`config.mk`:
```
export PLATFORM = sky130hd
export DESIGN_NAME = dfd_clk_en_ctrl
export DESIGN_NICKNAME = d
export VERILOG_FILES = /design/src/rtl/dfd_clk_en_ctrl.sv
export SDC_FILE = /design/constraint.sdc
export NUM_CORES = 1
export LEC_CHECK = 0
export ABC_AREA = 1
export CAP_MARGIN = 20
export CORE_MARGIN = 1
export CORE_UTILIZATION = 50
export CTS_CLUSTER_SIZE = 10
export DETAILED_ROUTE_END_ITERATION = 6
export PLACE_DENSITY = 0.77
export SKIP_LAST_GASP = 1
export SYNTH_ARGS = -nofsm -noshare
export SYNTH_HDL_FRONTEND = slang
export SYNTH_SLANG_ARGS = --single-unit
```
`constraint.sdc`:
```
create_clock -name clk -period 2.8 [get_ports clk]
set_clock_uncertainty 0.2 [all_clocks]
set_input_delay 0.28 -clock clk [delete_from_list [all_inputs] [get_ports clk]]
set_output_delay 0.28 -clock clk [all_outputs]
set_load 0.05 [all_outputs]
```
`src/rtl/dfd_clk_en_ctrl.sv`:
```
// Activity-based clock-enable controller for a bank of generic_ccg cells: one small FSM per domain
// gates the domain after a programmable idle time and acks wake requests only once the clock is back.
//
//   state   | meaning
//   --------+-----------------------------------------------------------
//   ST_RUN  | clock enabled, domain busy or requested
//   ST_IDLE | clock enabled, counting down idle cycles before gating
//   ST_OFF  | clock gated
//   ST_WAKE | clock re-enabled, waiting for the ccg enable flop to settle

module dfd_clk_en_ctrl #(
   parameter int NUM_DOM  = 4,
   parameter int IDLE_CYC = 16,
   parameter int WAKE_CYC = 2,
   parameter int EVT_W    = 16
) (
   input  logic               clk,
   input  logic               rst,
   input  logic [NUM_DOM-1:0] active,
   input  logic [NUM_DOM-1:0] wake_req,
   input  logic               csr_force_on,
   input  logic               csr_cnt_clr,
   output logic [NUM_DOM-1:0] clk_en,
   output logic               hyst_out,
   output logic               force_en_out,
   output logic [NUM_DOM-1:0] wake_ack,
   output logic [NUM_DOM-1:0] gated_sts,
   output logic [EVT_W-1:0]   gate_evt_cnt
);

   localparam int IC_W  = $clog2(IDLE_CYC + 1);
   localparam int WC_W  = $clog2(WAKE_CYC + 1);
   localparam int PC_W  = $clog2(NUM_DOM + 1);
   localparam int SUM_W = ((EVT_W > PC_W) ? EVT_W : PC_W) + 1;

   localparam logic [1:0] ST_RUN  = 2'd0;
   localparam logic [1:0] ST_IDLE = 2'd1;
   localparam logic [1:0] ST_OFF  = 2'd2;
   localparam logic [1:0] ST_WAKE = 2'd3;

   logic [NUM_DOM-1:0] wk;
   logic [NUM_DOM-1:0] to_off;
   logic [PC_W-1:0]    evt_inc;
   logic [SUM_W-1:0]   evt_sum;
   logic               evt_sat;

   assign wk       = active | wake_req | {NUM_DOM{csr_force_on}};
   assign hyst_out = |wake_req;

   for (genvar i = 0; i < NUM_DOM; i++) begin : g_dom
      logic [1:0]      state_q;
      logic [IC_W-1:0] idle_cnt_q;
      logic [WC_W-1:0] wake_cnt_q;

      always_ff @(posedge clk) begin
         if (rst) begin
            state_q    <= ST_RUN;
            idle_cnt_q <= '0;
            wake_cnt_q <= '0;
         end else begin
            case (state_q)
               ST_RUN: begin
                  if (!wk[i]) begin
                     state_q    <= ST_IDLE;
                     idle_cnt_q <= IC_W'(IDLE_CYC - 1);
                  end
               end
               ST_IDLE: begin
                  if (wk[i]) begin
                     state_q <= ST_RUN;
                  end else if (idle_cnt_q == '0) begin
                     state_q <= ST_OFF;
                  end else begin
                     idle_cnt_q <= idle_cnt_q - IC_W'(1);
                  end
               end
               ST_OFF: begin
                  if (wk[i]) begin
                     state_q    <= ST_WAKE;
                     wake_cnt_q <= WC_W'(WAKE_CYC - 1);
                  end
               end
               default: begin
                  // WAKE always runs to completion so the ccg flop is settled before RUN
                  if (wake_cnt_q == '0) begin
                     state_q <= ST_RUN;
                  end else begin
                     wake_cnt_q <= wake_cnt_q - WC_W'(1);
                  end
               end
            endcase
         end
      end

      assign to_off[i]    = (state_q == ST_IDLE) & ~wk[i] & (idle_cnt_q == '0);
      assign clk_en[i]    = (state_q != ST_OFF);
      assign gated_sts[i] = (state_q == ST_OFF);
      assign wake_ack[i]  = wake_req[i] & (state_q == ST_RUN) & ~rst;
   end

   always_comb begin
      evt_inc = '0;
      for (int i = 0; i < NUM_DOM; i++) begin
         evt_inc = evt_inc + PC_W'(to_off[i]);
      end
   end

   assign evt_sum = SUM_W'(gate_evt_cnt) + SUM_W'(evt_inc);
   assign evt_sat = (evt_sum > SUM_W'({EVT_W{1'b1}}));

   always_ff @(posedge clk) begin
      if (rst) begin
         gate_evt_cnt <= '0;
         force_en_out <= 1'b1;
      end else begin
         force_en_out <= csr_force_on;
         if (csr_cnt_clr) begin
            gate_evt_cnt <= '0;
         end else if (evt_sat) begin
            gate_evt_cnt <= '1;
         end else begin
            gate_evt_cnt <= evt_sum[EVT_W-1:0];
         end
      end
   end

endmodule

```
==> impl_metrics.json, run 1 <==
{
  "ir_drop_mv": 0.286,
  "layout_commonest_cell": "nand2_1",
  "die_h_um": 81.0,
  "yosys_warnings": 0,
  "register_area_sq_um": 1070,
  "status": "finished with violations",
  "cts.sink_count": 53,
  "layout-drive-gt1-share": 0.225,
  "end_kind": "flop",
  "vias_per_cell": 5.10,
  "ys.flop_type": "dfxtp_1",
  "hold_class": "input pin to flop",
  "dp_hpwl_um": 5560,
  "area_delta_synth_final_pct": 36.4,
  "die_area_sq_um": 6570,
  "antenna_found_initial": 0,
  "r2r_cells": 18,
  "drt_first_iter_violations": 141,
  "syn_area_sq_um": 3120,
  "grt_max_degree": 22,
  "io_buffers": 41,
  "fin_crit_ns": 2.93,
  "clock-root-buffer": "clkbuf_8",
  "maxCapViolations": 0,
  "place_area_sq_um": 3970,
  "finalCritPeriodShare": 1.05,
  "grt_overflow_total": 0,
  "synthDistinctLibCells": 33,
  "synth_fa_ha_area_frac": 0.0713,
  "report.final.slew_viol_count": 0,
  "via_count": 3263,
  "rsz0062_at_grt": "true",
  "gp_congestion": 0.832,
  "synth_compound_area_frac": 0.109,
  "rows": 28,
  "synth_top_family_by_area": "simple AND/OR/NAND/NOR gates",
  "numCtsBuffers": 5,
  "clk_latency_ns": 0.30,
  "ys_ff_latch": 53,
  "synth-simple-area-share": 0.343,
  "dieWidth_um": 81.0,
  "synth_xor_area_frac": 0.0252,
  "cts_tree": "built",
  "grt_pass1_wl_um": 13100,
  "ios": 42,
  "p_per_area_nw_per_um2": 409,
  "track_usage": 0.255,
  "initial_core_util": 0.522,
  "worstSetupPathType": "flop to flop",
  "drc": 0,
  "routed_wirelength_um": 7690,
  "fillCellCount": 483,
  "setup_viol": 16,
  "crit_path_start_kind": "flop",
  "final_area_sq_um": 4260,
  "worstPathArrival_ns": 2.99,
  "fin_ws_ns": -0.126,
  "synth_nets": 497,
  "layout.nets": 593,
  "diodes": 0,
  "cts_buffer_depth": 2,
  "core_sq_um": 5990,
  "whs_path_depth": 3,
  "ys_seq_area_frac": 0.340,
  "cp_max_fo": 7,
  "multiInputGateArea_sq_um": 1820,
  "syn_area_per_cell_sq_um": 6.66,
  "synthArstFlopShare": 0,
  "wire_per_inst_um": 12.0,
  "p_total_mw": 1.74,
  "synth_edf_count": 0,
  "first_global_vias": 3092,
  "ant_nets": 0,
  "dr.pass1.iters": 4,
  "hold_violations": 0,
  "cp.required_ns": 2.86,
  "h-tree-depth": 2,
  "path_clk_slew_ns": 0.09,
  "power_leakage_nw": 1.89,
  "fmaxAchievable_mhz": 342,
  "finalSetupTns_ns": -1.27,
  "muxShareOfSynthArea": 0,
  "slew_headroom": 0.594,
  "postSynthCellCount": 469,
  "worst_pin_slew_ns": 0.608,
  "violations": "negative setup slack",
  "final_cell_mix": "nand2_1 (107), inv_1 (74), nor2_1 (52), buf_4 (50), dfxtp_1 (48)"
}
critical path, cell delays in order, from the launching register on:
cell and delay (ns):
dfxtp_2 0.33, inv_2 0.08, ha_4 0.15, nand2_4 0.05, nor2_4 0.12, nand2_2 0.06, fa_1 0.47, fa_2 0.35
inv_2 0.08, fa_2 0.22, nand2_2 0.07, nor2_2 0.12, nand2_2 0.08, clkinv_4 0.06, nand3_4 0.12, buf_12 0.18
nand2_4 0.06, nand2_2 0.04, inv_1 0.05
metrics by stage:
stage / cells / setup slack, ns / hold WS (ns) / util
final: 640 / -0.126 / 0.217 / 0.711
after global routing: 640 / -0.266 / 0.241 / 0.711
after CTS: 638 / -0.0977 / 0.198 / 0.704
after detailed placement: 620 / -0.681 / 0.252 / 0.663
after global placement: 620 / -0.568 / 0.247 / 0.663
after floorplan: 469 / 0.00571 / 0.176 / -
path summary, 6_finish.rpt:
| check | from | to | slack (ns) |
|---|---|---|---|
| min reg2reg | g_dom[2].wake_cnt_q[1] | g_dom[2].wake_cnt_q[1] | 0.27 |
| max reg2reg | g_dom[2].idle_cnt_q[1] | gate_evt_cnt[10] | -0.13 |
| max | g_dom[2].idle_cnt_q[1] | gate_evt_cnt[10] | -0.13 |
| min | csr_force_on | force_en_out | 0.22 |
cells in the mapped netlist (3+ instances only):
library cell,number,area share
a21oi_1,25,0.040
nor4_1,3,0.0060
dfxtp_1,53,0.34
o211ai_1,3,0.0072
nor2_2,3,0.0060
a21oi_2,10,0.028
nor2_1,59,0.071
fa_1,3,0.019
nand2_2,3,0.0060
nand4_1,7,0.014
clkbuf_1,3,0.0036
xor2_1,6,0.017
nand2_1,114,0.14
xnor2_1,3,0.0084
ha_1,13,0.052
nor3_1,6,0.0096
a211oi_1,3,0.0072
o21ai_0,9,0.014
inv_1,80,0.096
or2_2,8,0.016
nand3_1,37,0.059
logic make-up after synthesis:
family / Yosys count
fa+ha+maj: 16
buf+inv: 90
compound gates: 55
simple gates: 246
xor+xnor: 9
flops: 53
power by group:
group / switching (mW) / total, mW / internal [mW]
clock network: 0.244 / 0.441 / 0.197
logic: 0.278 / 0.496 / 0.218
registers: 0.0190 / 0.807 / 0.788
total: 0.541 / 1.74 / 1.20
state kept, by name (all words and copies together) (netlist names):
register,count
force_en_out,1
g_dom.idle_cnt_q,20
g_dom.state_q,8
g_dom.wake_cnt_q,8
gate_evt_cnt,16
timing repair:
| action | 4_1_cts | 5_1_grt |
|---|---|---|
| setup endpoints to repair | 16 | 16 |
| buffers inserted | 11 | 2 |
| pin swaps | 20 | 8 |
| hold buffers | 0 | 0 |
| resized for setup | 26 | 9 |
cell type report:
| type | instances | area share |
|---|---|---|
| Clock buffer | 7 | 0.0203 |
| Inverter | 84 | 0.0752 |
| Multi-Input combinational cell | 326 | 0.427 |
| Sequential cell | 53 | 0.250 |
| Tap cell | 75 | 0.0220 |
| Timing Repair Buffer | 95 | 0.205 |
routing by layer:
metal / GRT usage / vias up / wire length [um]
li1: - / 1658 / -
met1: 0.304 / 1485 / 3380
met2: 0.452 / 104 / 3800
met3: 0.0382 / 16 / 368
met4: 0.111 / 0 / 144
met5: 0 / - / 0
No activity file was read; power rests on OpenSTA's default activity.
==> run 2: changes to the inputs <==
--- a/config.mk
+++ b/config.mk
@@ -9,10 +9,12 @@
 export CAP_MARGIN = 20
 export CORE_MARGIN = 1
 export CORE_UTILIZATION = 50
+export CTS_BUF_LIST = sky130_fd_sc_hd__clkbuf_8
 export CTS_CLUSTER_SIZE = 10
 export DETAILED_ROUTE_END_ITERATION = 6
 export PLACE_DENSITY = 0.77
 export SKIP_LAST_GASP = 1
+export SLEW_MARGIN = 20
 export SYNTH_ARGS = -nofsm -noshare
 export SYNTH_HDL_FRONTEND = slang
 export SYNTH_SLANG_ARGS = --single-unit
==> impl_metrics.json, run 2 (same netlist as run 1, synthesis figures left out) <==
{
  "violations": "negative setup slack",
  "worst_pin_slew_ns": 0.608,
  "maxCapViolations": 0,
  "fillCellCount": 483,
  "die_area_sq_um": 6570,
  "hold_class": "input pin to flop",
  "dpl.cell_count": 620,
  "path_common_cell": "nand2_2",
  "core_sq_um": 5990,
  "dr.pass1.iters": 5,
  "layout.nets": 592,
  "die_h_um": 81.0,
  "cp_max_fo": 7,
  "fin_ws_ns": -0.106,
  "top_register": "g_dom.idle_cnt_q",
  "fin_crit_ns": 2.91,
  "drc": 0,
  "p_per_area_nw_per_um2": 409,
  "grt_util_met3": 0.0382,
  "register_area_sq_um": 1070,
  "vias_per_cell": 5.09,
  "gp_congestion": 0.832,
  "via_count": 3252,
  "grt_pass1_wl_um": 13000,
  "initial_core_util": 0.522,
  "busiest_layer": "met2",
  "r2r-start": "g_dom[2].idle_cnt_q[1]",
  "multiInputGateArea_sq_um": 1820,
  "layout.cells.non_filler": 639,
  "final_cell_mix": "nand2_1 (107), inv_1 (75), nor2_1 (52), buf_4 (49), dfxtp_1 (48)",
  "worst-path-stages": 18,
  "finalCritPeriodShare": 1.04,
  "end_kind": "flop",
  "finalSetupTns_ns": -0.971,
  "seqPwrFrac": 0.464,
  "rsz0062_at_grt": "true",
  "cts.sink_count": 53,
  "layout-drive-gt1-share": 0.223,
  "crit_path_start_kind": "flop",
  "grt_max_degree": 22,
  "cp-startpoint": "g_dom[2].idle_cnt_q[1]",
  "hold_buffers": 0,
  "area_delta_synth_final_pct": 36.2,
  "slew_headroom": 0.594,
  "clk_latency_ns": 0.30,
  "use_met1": 0.303,
  "rows": 28,
  "cp_cell_sequence": "inv_2 > ha_4 > nand2_4 > nor2_4 > nand2_2 > fa_1 > fa_2 > inv_2 > fa_2 > nand2_2 > nor2_2 > nand2_2 > clkinv_4 > nand3_4 > buf_12 > nand2_4 > nand2_2 > inv_1",
  "cts_tree": "built",
  "io_buffers": 41,
  "clock-root-buffer": "clkbuf_8",
  "reg2reg_slack_ns": -0.11,
  "ios": 42,
  "netSwitchingFraction": 0.312,
  "status": "finished with violations",
  "hold_violations": 0,
  "path_clk_slew_ns": 0.10,
  "final_area_sq_um": 4250,
  "fmaxAchievable_mhz": 344,
  "worstSetupPathType": "flop to flop",
  "cp.required_ns": 2.86,
  "p_int_mw": 1.20,
  "diodes": 0,
  "dieWidth_um": 81.0,
  "report.final.slew_viol_count": 0,
  "grt_overflow_total": 0,
  "p_comb_frac": 0.283,
  "critPathTopFamily": "adder cells",
  "p_total_mw": 1.74,
  "drt_first_iter_violations": 139,
  "layout_commonest_cell": "nand2_1",
  "ant_nets": 0,
  "first_global_vias": 3081,
  "setup_viol": 14,
  "h-tree-depth": 2,
  "worstReg2RegEnd": "gate_evt_cnt[10]",
  "crit_slowest_cell": "fa_1",
  "routed_wirelength_um": 7640,
  "crit_path_max_incr_delay_ns": 0.47,
  "crit_buf_inv": 5,
  "cts_buffer_depth": 2,
  "track_usage": 0.254,
  "r2r_cells": 18,
  "wire_per_inst_um": 12.0,
  "p_switching_mw": 0.542,
  "largest_reg_flops": 20,
  "antenna_found_initial": 0,
  "worstPathArrival_ns": 2.97,
  "ir_drop_mv": 0.286,
  "clkPwrFrac": 0.253,
  "endpoint": "gate_evt_cnt[10]",
  "numCtsBuffers": 5,
  "dp_hpwl_um": 5560,
  "reg_top3": "g_dom.idle_cnt_q (20), gate_evt_cnt (16)",
  "use_met2": 0.450,
  "min_from": "csr_force_on",
  "place_area_sq_um": 3970,
  "power_leakage_nw": 1.89
}
[run 2: power groups by stage]
stage,registers (mW),clock network [mW],logic (mW)
after CTS,0.806,0.451,0.484
after detailed placement,0.821,0,0.462
after floorplan,0.827,0,0.275
after global routing,0.811,0.476,0.545
final,0.807,0.440,0.492
after global placement,0.820,0,0.452
[run 2: worst min-delay path by stage]
stage                                         to  slack, ns  cells past startpoint
after detailed placement  g_dom[2].wake_cnt_q[1]       0.25                      2
after global placement    g_dom[3].wake_cnt_q[0]       0.25                      2
after CTS                           force_en_out       0.20                      3
after floorplan                     force_en_out       0.18                      2
final                               force_en_out       0.21                      3
after global routing                force_en_out       0.24                      3
[run 2: worst reg2reg max path, cell delays in order, from the launching register on]
cell      delay (ns)
dfxtp_2         0.33
inv_2           0.07
ha_4            0.15
nand2_4         0.05
nor2_4          0.12
nand2_2         0.06
fa_1            0.47
fa_2            0.35
inv_2           0.08
fa_2            0.22
nand2_2         0.07
nor2_2          0.12
nand2_2         0.08
clkinv_4        0.06
nand3_4         0.12
buf_12          0.18
nand2_4         0.06
nand2_2         0.04
inv_1           0.05
[run 2: area by class of cell]
cell class,instances,share of cell area
clock buffers,6,0.0194
flip-flops and latches,53,0.251
inverters,84,0.0753
well taps,75,0.0221
repair buffers,94,0.204
multi-input cells,326,0.428
clock inverters,1,0.000882
[run 2: repair_timing]
action | CTS | global route
setup endpoints to repair | 16 | 16
gates cloned | 0 | 0
gates resized for setup | 26 | 9
setup buffers | 10 | 2
pin swaps | 19 | 9
[run 2: routing by layer]
layer | wire [um] | share of wire
met1 | 3310 | 0.43
met2 | 3780 | 0.49
met4 | 136 | 0.018
met5 | 0 | 0
met3 | 417 | 0.055
[run 2: per-stage QoR]
step	hold WS, ns	utilization	worst slack [ns]
5_1_grt	0.241	0.710	-0.253
3_5_place_dp	0.252	0.663	-0.681
3_3_place_gp	0.247	0.663	-0.568
4_1_cts	0.197	0.703	-0.0980
2_1_floorplan	0.176	-	0.00571
6_report	0.211	0.710	-0.106
